**src/rtl/vend_pkg.sv**
```systemverilog
// Types and default parameters shared by the coin acceptor and the vending FSM.
package vend_pkg;

    // Denomination code handed between the coin front end and the vending FSM.
    typedef enum logic [1:0] {
        COIN_NONE    = 2'd0,
        COIN_NICKEL  = 2'd1,
        COIN_DIME    = 2'd2,
        COIN_QUARTER = 2'd3
    } coin_e;

    // Output sequencer states of the coin acceptor.
    typedef enum logic [1:0] {
        IDLE  = 2'd0,
        PULSE = 2'd1,
        GAP   = 2'd2
    } acc_state_e;

    localparam int DEF_DEBOUNCE_CYCLES = 4;
    localparam int DEF_GAP_CYCLES      = 2;
    localparam int DEF_PEND_MAX        = 3;

endpackage

```
**src/rtl/coin_debounce.sv**
```systemverilog
// One coin-sensor input stage: 2-flop synchroniser, debounce counter and a
// rising-edge detector that yields a single-cycle coin event.
module coin_debounce
    import vend_pkg::*;
#(
    parameter int DEBOUNCE_CYCLES = DEF_DEBOUNCE_CYCLES
) (
    input  logic clk,
    input  logic rst_n,
    input  logic sens,
    output logic evt
);

    localparam logic [7:0] CNT_TC = 8'(DEBOUNCE_CYCLES - 1);

    logic       sync1;
    logic       sync2;
    logic [7:0] cnt;
    logic       level;
    logic       level_d;

    // Bring the raw asynchronous sensor into the clk domain.
    always_ff @(posedge clk or negedge rst_n) begin
        if (!rst_n) begin
            sync1 <= 1'b0;
            sync2 <= 1'b0;
        end else begin
            sync1 <= sens;
            sync2 <= sync1;
        end
    end

    // Flip the debounced level only after a full run of disagreeing samples;
    // a single agreeing sample restarts the run.
    always_ff @(posedge clk or negedge rst_n) begin
        if (!rst_n) begin
            cnt   <= 8'd0;
            level <= 1'b0;
        end else if (sync2 == level) begin
            cnt <= 8'd0;
        end else if (cnt == CNT_TC) begin
            cnt   <= 8'd0;
            level <= ~level;
        end else begin
            cnt <= cnt + 8'd1;
        end
    end

    // Delayed copy of the debounced level for edge detection.
    always_ff @(posedge clk or negedge rst_n) begin
        if (!rst_n) begin
            level_d <= 1'b0;
        end else begin
            level_d <= level;
        end
    end

    // The event is combinational so the pending counter updates on the very
    // next edge after the debounced level rises.
    assign evt = level & ~level_d;

endmodule

```
**src/rtl/coin_acceptor.sv**
```systemverilog
// Coin front end: debounces three coin sensors, queues accepted coins per
// denomination and replays them as mutually exclusive one-cycle pulses,
// each followed by an idle gap.
//
//  state | meaning
//  ------+-----------------------------------------------------------
//  IDLE  | waiting; picks quarter > dime > nickel, takes one coin
//  PULSE | selected output high for exactly one cycle
//  GAP   | all outputs low for GAP_CYCLES cycles
module coin_acceptor
    import vend_pkg::*;
#(
    parameter int DEBOUNCE_CYCLES = DEF_DEBOUNCE_CYCLES,
    parameter int GAP_CYCLES      = DEF_GAP_CYCLES,
    parameter int PEND_MAX        = DEF_PEND_MAX
) (
    input  logic clk,
    input  logic rst_n,
    input  logic sens_quarter,
    input  logic sens_dime,
    input  logic sens_nickel,
    input  logic accept_en,
    output logic quarter,
    output logic dime,
    output logic nickel,
    output logic reject,
    output logic busy
);

    localparam int                PEND_W    = $clog2(PEND_MAX + 1);
    localparam logic [PEND_W-1:0] PEND_FULL = PEND_W'(PEND_MAX);
    localparam logic [PEND_W-1:0] PEND_ONE  = PEND_W'(1);
    localparam logic [3:0]        GAP_LOAD  = 4'(GAP_CYCLES - 1);

    localparam logic [1:0] ST_IDLE  = IDLE;
    localparam logic [1:0] ST_PULSE = PULSE;
    localparam logic [1:0] ST_GAP   = GAP;

    // Channel index into the per-denomination vectors.
    localparam int CH_N = 0;
    localparam int CH_D = 1;
    localparam int CH_Q = 2;

    logic [2:0]        evt;
    logic [2:0]        inc;
    logic [2:0]        dec;
    logic [2:0]        drop;
    logic [PEND_W-1:0] pend     [3];
    logic [PEND_W-1:0] pend_nxt [3];

    logic [1:0] state;
    logic [1:0] state_nxt;
    coin_e      sel;
    coin_e      sel_nxt;
    logic [3:0] gap_tmr;
    logic [3:0] gap_tmr_nxt;
    logic       busy_nxt;

    coin_debounce #(.DEBOUNCE_CYCLES(DEBOUNCE_CYCLES)) u_deb_quarter (
        .clk   (clk),
        .rst_n (rst_n),
        .sens  (sens_quarter),
        .evt   (evt[CH_Q])
    );

    coin_debounce #(.DEBOUNCE_CYCLES(DEBOUNCE_CYCLES)) u_deb_dime (
        .clk   (clk),
        .rst_n (rst_n),
        .sens  (sens_dime),
        .evt   (evt[CH_D])
    );

    coin_debounce #(.DEBOUNCE_CYCLES(DEBOUNCE_CYCLES)) u_deb_nickel (
        .clk   (clk),
        .rst_n (rst_n),
        .sens  (sens_nickel),
        .evt   (evt[CH_N])
    );

    // Fixed-priority pick of the coin to replay; only taken from IDLE.
    always_comb begin
        dec = 3'b000;
        if (state == ST_IDLE) begin
            if (pend[CH_Q] != '0) begin
                dec[CH_Q] = 1'b1;
            end else if (pend[CH_D] != '0) begin
                dec[CH_D] = 1'b1;
            end else if (pend[CH_N] != '0) begin
                dec[CH_N] = 1'b1;
            end
        end
    end

    // Accept or drop each new coin; a full counter being drained this cycle
    // still has room for the new coin.
    always_comb begin
        inc      = 3'b000;
        drop     = 3'b000;
        pend_nxt = pend;
        for (int i = 0; i < 3; i++) begin
            inc[i]  = evt[i] && accept_en && ((pend[i] != PEND_FULL) || dec[i]);
            drop[i] = evt[i] && !inc[i];
            if (inc[i] && !dec[i]) begin
                pend_nxt[i] = pend[i] + PEND_ONE;
            end else if (dec[i] && !inc[i]) begin
                pend_nxt[i] = pend[i] - PEND_ONE;
            end
        end
    end

    // Output sequencer next-state logic; the gap timer is a down-counter.
    always_comb begin
        state_nxt   = state;
        sel_nxt     = sel;
        gap_tmr_nxt = gap_tmr;
        case (state)
            ST_IDLE: begin
                if (dec != 3'b000) begin
                    state_nxt = ST_PULSE;
                    sel_nxt   = dec[CH_Q] ? COIN_QUARTER :
                                dec[CH_D] ? COIN_DIME : COIN_NICKEL;
                end
            end
            ST_PULSE: begin
                state_nxt   = ST_GAP;
                gap_tmr_nxt = GAP_LOAD;
            end
            ST_GAP: begin
                if (gap_tmr == 4'd0) begin
                    state_nxt = ST_IDLE;
                end else begin
                    gap_tmr_nxt = gap_tmr - 4'd1;
                end
            end
            default: begin
                state_nxt = ST_IDLE;
            end
        endcase
    end

    // Busy looks at next-state values so it drops on the same edge the
    // sequencer returns to IDLE with nothing left to replay.
    always_comb begin
        busy_nxt = (state_nxt != ST_IDLE);
        for (int i = 0; i < 3; i++) begin
            if (pend_nxt[i] != '0) begin
                busy_nxt = 1'b1;
            end
        end
    end

    // Pending counters.
    always_ff @(posedge clk or negedge rst_n) begin
        if (!rst_n) begin
            for (int i = 0; i < 3; i++) begin
                pend[i] <= '0;
            end
        end else begin
            pend <= pend_nxt;
        end
    end

    // Sequencer state, selected coin, gap timer and status flags.
    always_ff @(posedge clk or negedge rst_n) begin
        if (!rst_n) begin
            state   <= ST_IDLE;
            sel     <= COIN_NONE;
            gap_tmr <= 4'd0;
            busy    <= 1'b0;
            reject  <= 1'b0;
        end else begin
            state   <= state_nxt;
            sel     <= sel_nxt;
            gap_tmr <= gap_tmr_nxt;
            busy    <= busy_nxt;
            reject  <= |drop;
        end
    end

    // Decoded from flops only, so reset clears a pulse in progress at once.
    assign quarter = (state == ST_PULSE) && (sel == COIN_QUARTER);
    assign dime    = (state == ST_PULSE) && (sel == COIN_DIME);
    assign nickel  = (state == ST_PULSE) && (sel == COIN_NICKEL);

endmodule

```
**config.mk**
```make
export PLATFORM = sky130hd
export DESIGN_NAME = coin_acceptor
export DESIGN_NICKNAME = d
export VERILOG_FILES = /design/src/rtl/vend_pkg.sv /design/src/rtl/coin_debounce.sv /design/src/rtl/coin_acceptor.sv
export SDC_FILE = /design/constraint.sdc
export NUM_CORES = 1
export LEC_CHECK = 0
export ABC_CLOCK_PERIOD_IN_PS = 1720
export CAP_MARGIN = 20
export CORE_ASPECT_RATIO = 0.7
export CORE_MARGIN = 10
export CORE_UTILIZATION = 55
export CTS_BUF_LIST = sky130_fd_sc_hd__clkbuf_4
export DETAILED_ROUTE_END_ITERATION = 10
export GPL_TIMING_DRIVEN = 0
export MAX_ROUTING_LAYER = met4
export PLACE_DENSITY = 0.75
export SYNTH_ARGS = -nofsm -noshare
export SYNTH_HDL_FRONTEND = slang
export SYNTH_SLANG_ARGS = --single-unit
```
**constraint.sdc**
```tcl
create_clock -name clk -period 1.72 [get_ports clk]
set_input_delay 0.258 -clock clk [delete_from_list [all_inputs] [get_ports clk]]
set_output_delay 0.258 -clock clk [all_outputs]
set_load 0.02 [all_outputs]
```
==> impl_metrics.env, run 1 <==
export IMPL_status="complete, but fails checks"
export IMPL_violations="negative setup slack"
export IMPL_wl_per_cell_microns=13.78
export IMPL_drtAntennaViolNets=0
export IMPL_ctsLongestPathBuffers=2
export IMPL_cts_sinks=52
export IMPL_finalPower_mw=4.630
export IMPL_antenna_found_initial=0
export IMPL_crit_fanout=3
export IMPL_first_global_vias=1724
export IMPL_final_util_pct=67.00
export IMPL_power_density_mw_per_mm2=1578
export IMPL_path_cells="ha_1 > nor4bb_1 > a21oi_1 > a32o_1 > nor3_2 > nand3_1"
export IMPL_max_stage_delay_ns=0.46
export IMPL_grt_pass1_wl_mm=7.803
export IMPL_nets=280
export IMPL_fin_crit_sh_pct=109.7
export IMPL_hold_viol_final=0
export IMPL_cts_root_buffer="clkbuf_4"
export IMPL_path_class="reg2reg"
export IMPL_fin_ws_ns=-0.1674
export IMPL_overflow=0
export IMPL_diodes=0
export IMPL_hold_depth=1
export IMPL_synth_edff_count=0
export IMPL_drive_gt1_share_pct=20.75
export IMPL_cpMaxStageDelayCell="dfrtp_1"
export IMPL_htree_num_levels=2
export IMPL_routed_wirelength_mm=4.408
export IMPL_reg2reg_depth=6
export IMPL_place_congestion=0.8552
export IMPL_via_per_inst=5.528
export IMPL_synth_seq_cells=52
export IMPL_path_delay_family="simple AND/OR/NAND/NOR gates"
export IMPL_yosys_warnings=0
export IMPL_drv_slew=0
export IMPL_hold_path_end="u_deb_quarter.sync1"
export IMPL_r2r_end="busy"
export IMPL_r2r_slack_ns=-0.17
export IMPL_fp_coreArea_sq_mm=0.004379
export IMPL_min_path_type="in2reg"
export IMPL_slew_headroom_pct=68.69
export IMPL_fill_cells=344
export IMPL_worstPathRequired_ns=2.00
export IMPL_die_area_sq_mm=0.007697
export IMPL_final_cell_mix="dfrtp_1 (51), nor2_1 (27), nand2_1 (15), xor2_1 (15), nand3_1 (12)"
export IMPL_fp_dieH_microns=76.47
export IMPL_setup_violations=3
export IMPL_num_rows=20
export IMPL_placed_area_sq_mm=0.002710
export IMPL_clock_skew_ns=0.01162
export IMPL_start_util_pct=57.20
export IMPL_min_from="sens_quarter"
export IMPL_fp_dieW_microns=100.7
export IMPL_layout_commonest_cell="dfrtp_1"
export IMPL_r2r_start="pend[0]"
export IMPL_cts_clk_slew_worst_paths_ns=0.15
export IMPL_ys_seq_area_share_pct=51.95
export IMPL_syn_cell_area_sq_mm=0.002505
export IMPL_p_leak_nw=1.345
export IMPL_syn_nets=251
export IMPL_postSynth_asyncResetShare_pct=100.0
export IMPL_first_iter_violations=66
export IMPL_max_freq_ghz=0.5298
export IMPL_post_place_ws_ns=-0.2066
export IMPL_grt_max_degree=35
export IMPL_final_area_sq_mm=0.002934
export IMPL_clock_latency_ns=0.38
export IMPL_numPortBuffers=9
export IMPL_path_buf_inv=0
export IMPL_gr_usage_all_layers_pct=12.44
export IMPL_dr_pass1_iters=4
export IMPL_vias=1769
export IMPL_peakVddDrop_v=0.001291
export IMPL_ys_types=45
export IMPL_synthToLayoutAreaGrowth_pct=17.13
export IMPL_syn_avg_cell_area_sq_um=10.66
export IMPL_worst_slew_pin_slew_ns=0.4697
export IMPL_cap_violations=0
export IMPL_end_kind="flop"
export IMPL_cp_start_kind="flop"
export IMPL_ys_flop_type="dfrtp_1"
export IMPL_synthCells=235
export IMPL_hpwlAfterDp_mm=3.048
export IMPL_period_minus_slack_ns=1.887
export IMPL_pin_count=11
export IMPL_cts_tree="yes"
export IMPL_rsz0062_at_grt="true"
export IMPL_setup_tns_ns=-0.2796
export IMPL_drcViolationCount=0
export IMPL_worstPathArrival_ns=2.16
export IMPL_cts_buffers=5
[Yosys cell counts (all sizes together), types with 2 or more instances]
master | instances | area, sq um
dfrtp | 52 | 1301
buf | 2 | 18.77
nor4b | 4 | 35.03
and3 | 10 | 62.56
a32o | 2 | 20.02
inv | 10 | 37.54
nand2 | 16 | 60.06
a21o | 3 | 23.77
ha | 10 | 125.1
or2 | 2 | 12.51
mux2i | 3 | 30.03
or3 | 4 | 26.28
o21ai | 9 | 45.04
nand2b | 3 | 18.77
nand3b | 2 | 15.01
nor4bb | 2 | 20.02
nor3 | 8 | 45.04
xnor2 | 9 | 78.83
a21oi | 8 | 40.04
mux2 | 3 | 33.78
xor2 | 15 | 131.4
nand3 | 12 | 60.06
and3b | 2 | 17.52
nor2 | 27 | 101.4
[report_power, final]
part	total (mW)	switching [mW]	leakage, nW	internal (mW)
clock network	0.572	0.393	0.0319	0.179
registers	1.86	0.319	0.660	1.54
logic	2.20	1.06	0.654	1.14
[cell families (layout without fill, tap and decap cells)]
group / Yosys count / after routing / share of synthesized area [%]
AOI/OAI and AO/OA: 31 / 31 / 8.192
xor gates and xnor gates: 24 / 24 / 8.392
adders and majority gates: 10 / 10 / 4.995
buffers and inverters: 13 / 43 / 2.448
DFF: 52 / 52 / 51.95
muxes: 6 / 6 / 2.547
and+or+nand+nor: 99 / 99 / 21.48
[flip-flops by register name (all words and copies together) (netlist names), 2 cells and up]
signal and count:
u_deb_dime.cnt 8, u_deb_nickel.cnt 8, state 2, gap_tmr 4, pend 6, u_deb_quarter.cnt 8, sel 2
[through the flow]
step	cells	hold WS [ns]
after floorplan	235	-0.03759
after global placement	299	0.3320
after detailed placement	300	0.2433
after CTS	319	0.2810
after global routing	320	0.2846
final	320	0.2957
[worst max path at each step]
stage,from,to,slack [ns],cells after the start
3_5_place_dp,pend[2],busy,-0.21,7
4_1_cts,pend[3],busy,-0.14,7
2_1_floorplan,pend[2],busy,-0.04,7
3_3_place_gp,rst_n,u_deb_dime.cnt[4],-1.12,1
6_report,pend[0],busy,-0.17,6
5_1_grt,pend[2],busy,-0.25,7
[area by class of cell]
cell class	count	area (sq um)	share of cell area, %
well taps	55	68.82	2.345
clock buffers	6	45.04	1.535
multi-input cells	170	1235	42.09
plain buffers	3	27.53	0.9382
clock inverters	2	16.27	0.5544
flip-flops and latches	52	1303	44.39
repair buffers	22	201.4	6.866
inverters	10	37.54	1.279
[layer usage]
metal / share of wire [%] / routed length [microns] / track usage, % / vias up
met3: 3.2 / 142 / 3.170 / 8
li1: - / - / - / 883
met2: 42 / 1869 / 17.45 / 22
met1: 53 / 2331 / 16.89 / 856
met5: 0 / 0 / - / -
met4: 1.5 / 65 / 4.225 / 0
[timing repair]
item | in CTS | in global routing
gates cloned | 0 | 0
pin swaps | 3 | 0
hold buffers | 1 | 0
hold endpoints to repair | 18 | 0
resized for setup | 24 | 11
setup buffers | 10 | 1
setup endpoints to repair | 6 | 10
Note: power is estimated with default switching activity, not from simulation.
==> run 2, diff against run 1 <==
- CAP_MARGIN: 20 -> default
==> run 2 against run 1 <==
Net effect: non-clock buffer count unchanged; clock skew unchanged; critical path depth did not move; hold slack did not move; design area stayed put; register-to-register slack is essentially flat; sequential power barely moved; critical endpoint unchanged; clock power about the same; combinational power is essentially flat; flip-flop and latch count stayed put; first-iteration DRC count is the same; the flow still finishes with violations (negative setup slack).
==> impl_metrics.env, run 2 (same netlist as run 1, synthesis figures left out) <==
export IMPL_status="complete, but fails checks"
export IMPL_violations="negative setup slack"
export IMPL_drcViolationCount=0
export IMPL_rsz0062_at_grt="true"
export IMPL_path_cells="ha_1 > nor4bb_1 > a21oi_1 > a32o_1 > nor3_2 > nand3_1"
export IMPL_first_iter_violations=66
export IMPL_diodes=0
export IMPL_ctsLongestPathBuffers=2
export IMPL_fin_ws_ns=-0.1674
export IMPL_cts_tree="yes"
export IMPL_fp_dieH_microns=76.47
export IMPL_antenna_found_initial=0
export IMPL_clock_skew_ns=0.01162
export IMPL_setup_violations=3
export IMPL_cts_clk_slew_worst_paths_ns=0.15
export IMPL_startpoint="pend[0]"
export IMPL_dr_pass1_iters=4
export IMPL_top_regs="u_deb_dime.cnt (8), u_deb_nickel.cnt (8), u_deb_quarter.cnt (8)"
export IMPL_htree_num_levels=2
export IMPL_wl_per_cell_microns=13.78
export IMPL_r2r_start="pend[0]"
export IMPL_worstPathArrival_ns=2.16
export IMPL_overflow=0
export IMPL_crit_fanout=3
export IMPL_cts_buffers=5
export IMPL_period_minus_slack_ns=1.887
export IMPL_hold_viol_final=0
export IMPL_numPortBuffers=9
export IMPL_cpMaxStageDelayCell="dfrtp_1"
export IMPL_p_leak_nw=1.345
export IMPL_cts_sinks=52
export IMPL_instances_no_fill=320
export IMPL_min_path_type="in2reg"
export IMPL_end_kind="flop"
export IMPL_nets=280
export IMPL_dp_cells=300
export IMPL_cap_violations=0
export IMPL_worstPathRequired_ns=2.00
export IMPL_pin_count=11
export IMPL_hpwlAfterDp_mm=3.048
export IMPL_drv_slew=0
export IMPL_grt_pass1_wl_mm=7.803
export IMPL_power_density_mw_per_mm2=1578
export IMPL_drive_gt1_share_pct=20.75
export IMPL_reg2reg_depth=6
export IMPL_r2r_slack_ns=-0.17
export IMPL_start_util_pct=57.20
export IMPL_slew_headroom_pct=68.69
export IMPL_max_stage_delay_ns=0.46
export IMPL_via_per_inst=5.528
export IMPL_first_global_vias=1724
export IMPL_drtAntennaViolNets=0
export IMPL_cts_root_buffer="clkbuf_4"
export IMPL_fp_coreArea_sq_mm=0.004379
export IMPL_layout_commonest_cell="dfrtp_1"
export IMPL_fin_crit_sh_pct=109.7
export IMPL_hold_path_end="u_deb_quarter.sync1"
export IMPL_peakVddDrop_v=0.001291
export IMPL_die_area_sq_mm=0.007697
export IMPL_path_class="reg2reg"
export IMPL_hold_depth=1
export IMPL_max_freq_ghz=0.5298
export IMPL_final_cell_mix="dfrtp_1 (51), nor2_1 (27), nand2_1 (15), xor2_1 (15), nand3_1 (12)"
export IMPL_clock_latency_ns=0.38
export IMPL_r2r_end="busy"
export IMPL_vias=1769
export IMPL_post_place_ws_ns=-0.2066
export IMPL_synthToLayoutAreaGrowth_pct=17.13
export IMPL_fp_dieW_microns=100.7
export IMPL_min_from="sens_quarter"
export IMPL_worst_slew_pin_slew_ns=0.4697
export IMPL_gr_usage_all_layers_pct=12.44
export IMPL_routed_wirelength_mm=4.408
export IMPL_cp_start_kind="flop"
export IMPL_place_congestion=0.8552
export IMPL_num_rows=20
export IMPL_grt_max_degree=35
-- run 2: cell counts in the layout (fill, tap and decap cells not counted) --
No cell type changed its count.
-- run 2: stage by stage --
stage	hold WS, ns	util, %	total power [mW]	TNS (ns)	area (sq um)
2_1_floorplan	-0.03759	-	3.211	-0.03936	2536
3_3_place_gp	0.3320	61.54	3.608	-58.94	2695
3_5_place_dp	0.2433	61.89	3.665	-0.7927	2710
4_1_cts	0.2810	66.00	4.554	-0.2890	2890
5_1_grt	0.2846	67.00	5.002	-0.7581	2934
6_report	0.2957	67.00	4.630	-0.2796	2934
-- run 2: area by class of cell --
cell class,instances,area [sq um]
fill,344,1445
inverter,10,37.54
clock inverter,2,16.27
timing repair buffer,22,201.4
clock buffer,6,45.04
buffer,3,27.53
multi-input combinational,170,1235
sequential,52,1303
tap,55,68.82
-- run 2: layer usage --
metal | GRT usage (%) | routed length, microns
met5 | - | 0
met1 | 16.89 | 2331
met4 | 4.225 | 65
met3 | 3.170 | 142
met2 | 17.45 | 1869
-- run 2: report_power, final --
group | leakage (nW) | switching, mW | internal [mW]
clock | 0.0319 | 0.393 | 0.179
combinational | 0.654 | 1.06 | 1.14
sequential | 0.660 | 0.319 | 1.54
-- run 2: worst max-delay path, delay by kind of cell (launching register included) --
kind                       cells  cell delay [ns]
and+or+nand+nor                3             0.71
AOI/OAI and AO/OA              2             0.38
adders and majority gates      1             0.24
DFF                            1             0.46
-- run 2: worst max path at each step --
stage / depth (start not counted) / slack [ns] / endpoint
6_report: 6 / -0.17 / busy
2_1_floorplan: 7 / -0.04 / busy
5_1_grt: 7 / -0.25 / busy
3_5_place_dp: 7 / -0.21 / busy
3_3_place_gp: 1 / -1.12 / u_deb_dime.cnt[4]
4_1_cts: 7 / -0.14 / busy
-- run 2: what timing repair did --
item,in CTS,in global routing
setup endpoints to repair,6,10
setup buffers,10,1
gates resized for setup,24,11
hold buffers,1,0
pin swaps,3,0
hold endpoints to repair,18,0
gates cloned,0,0
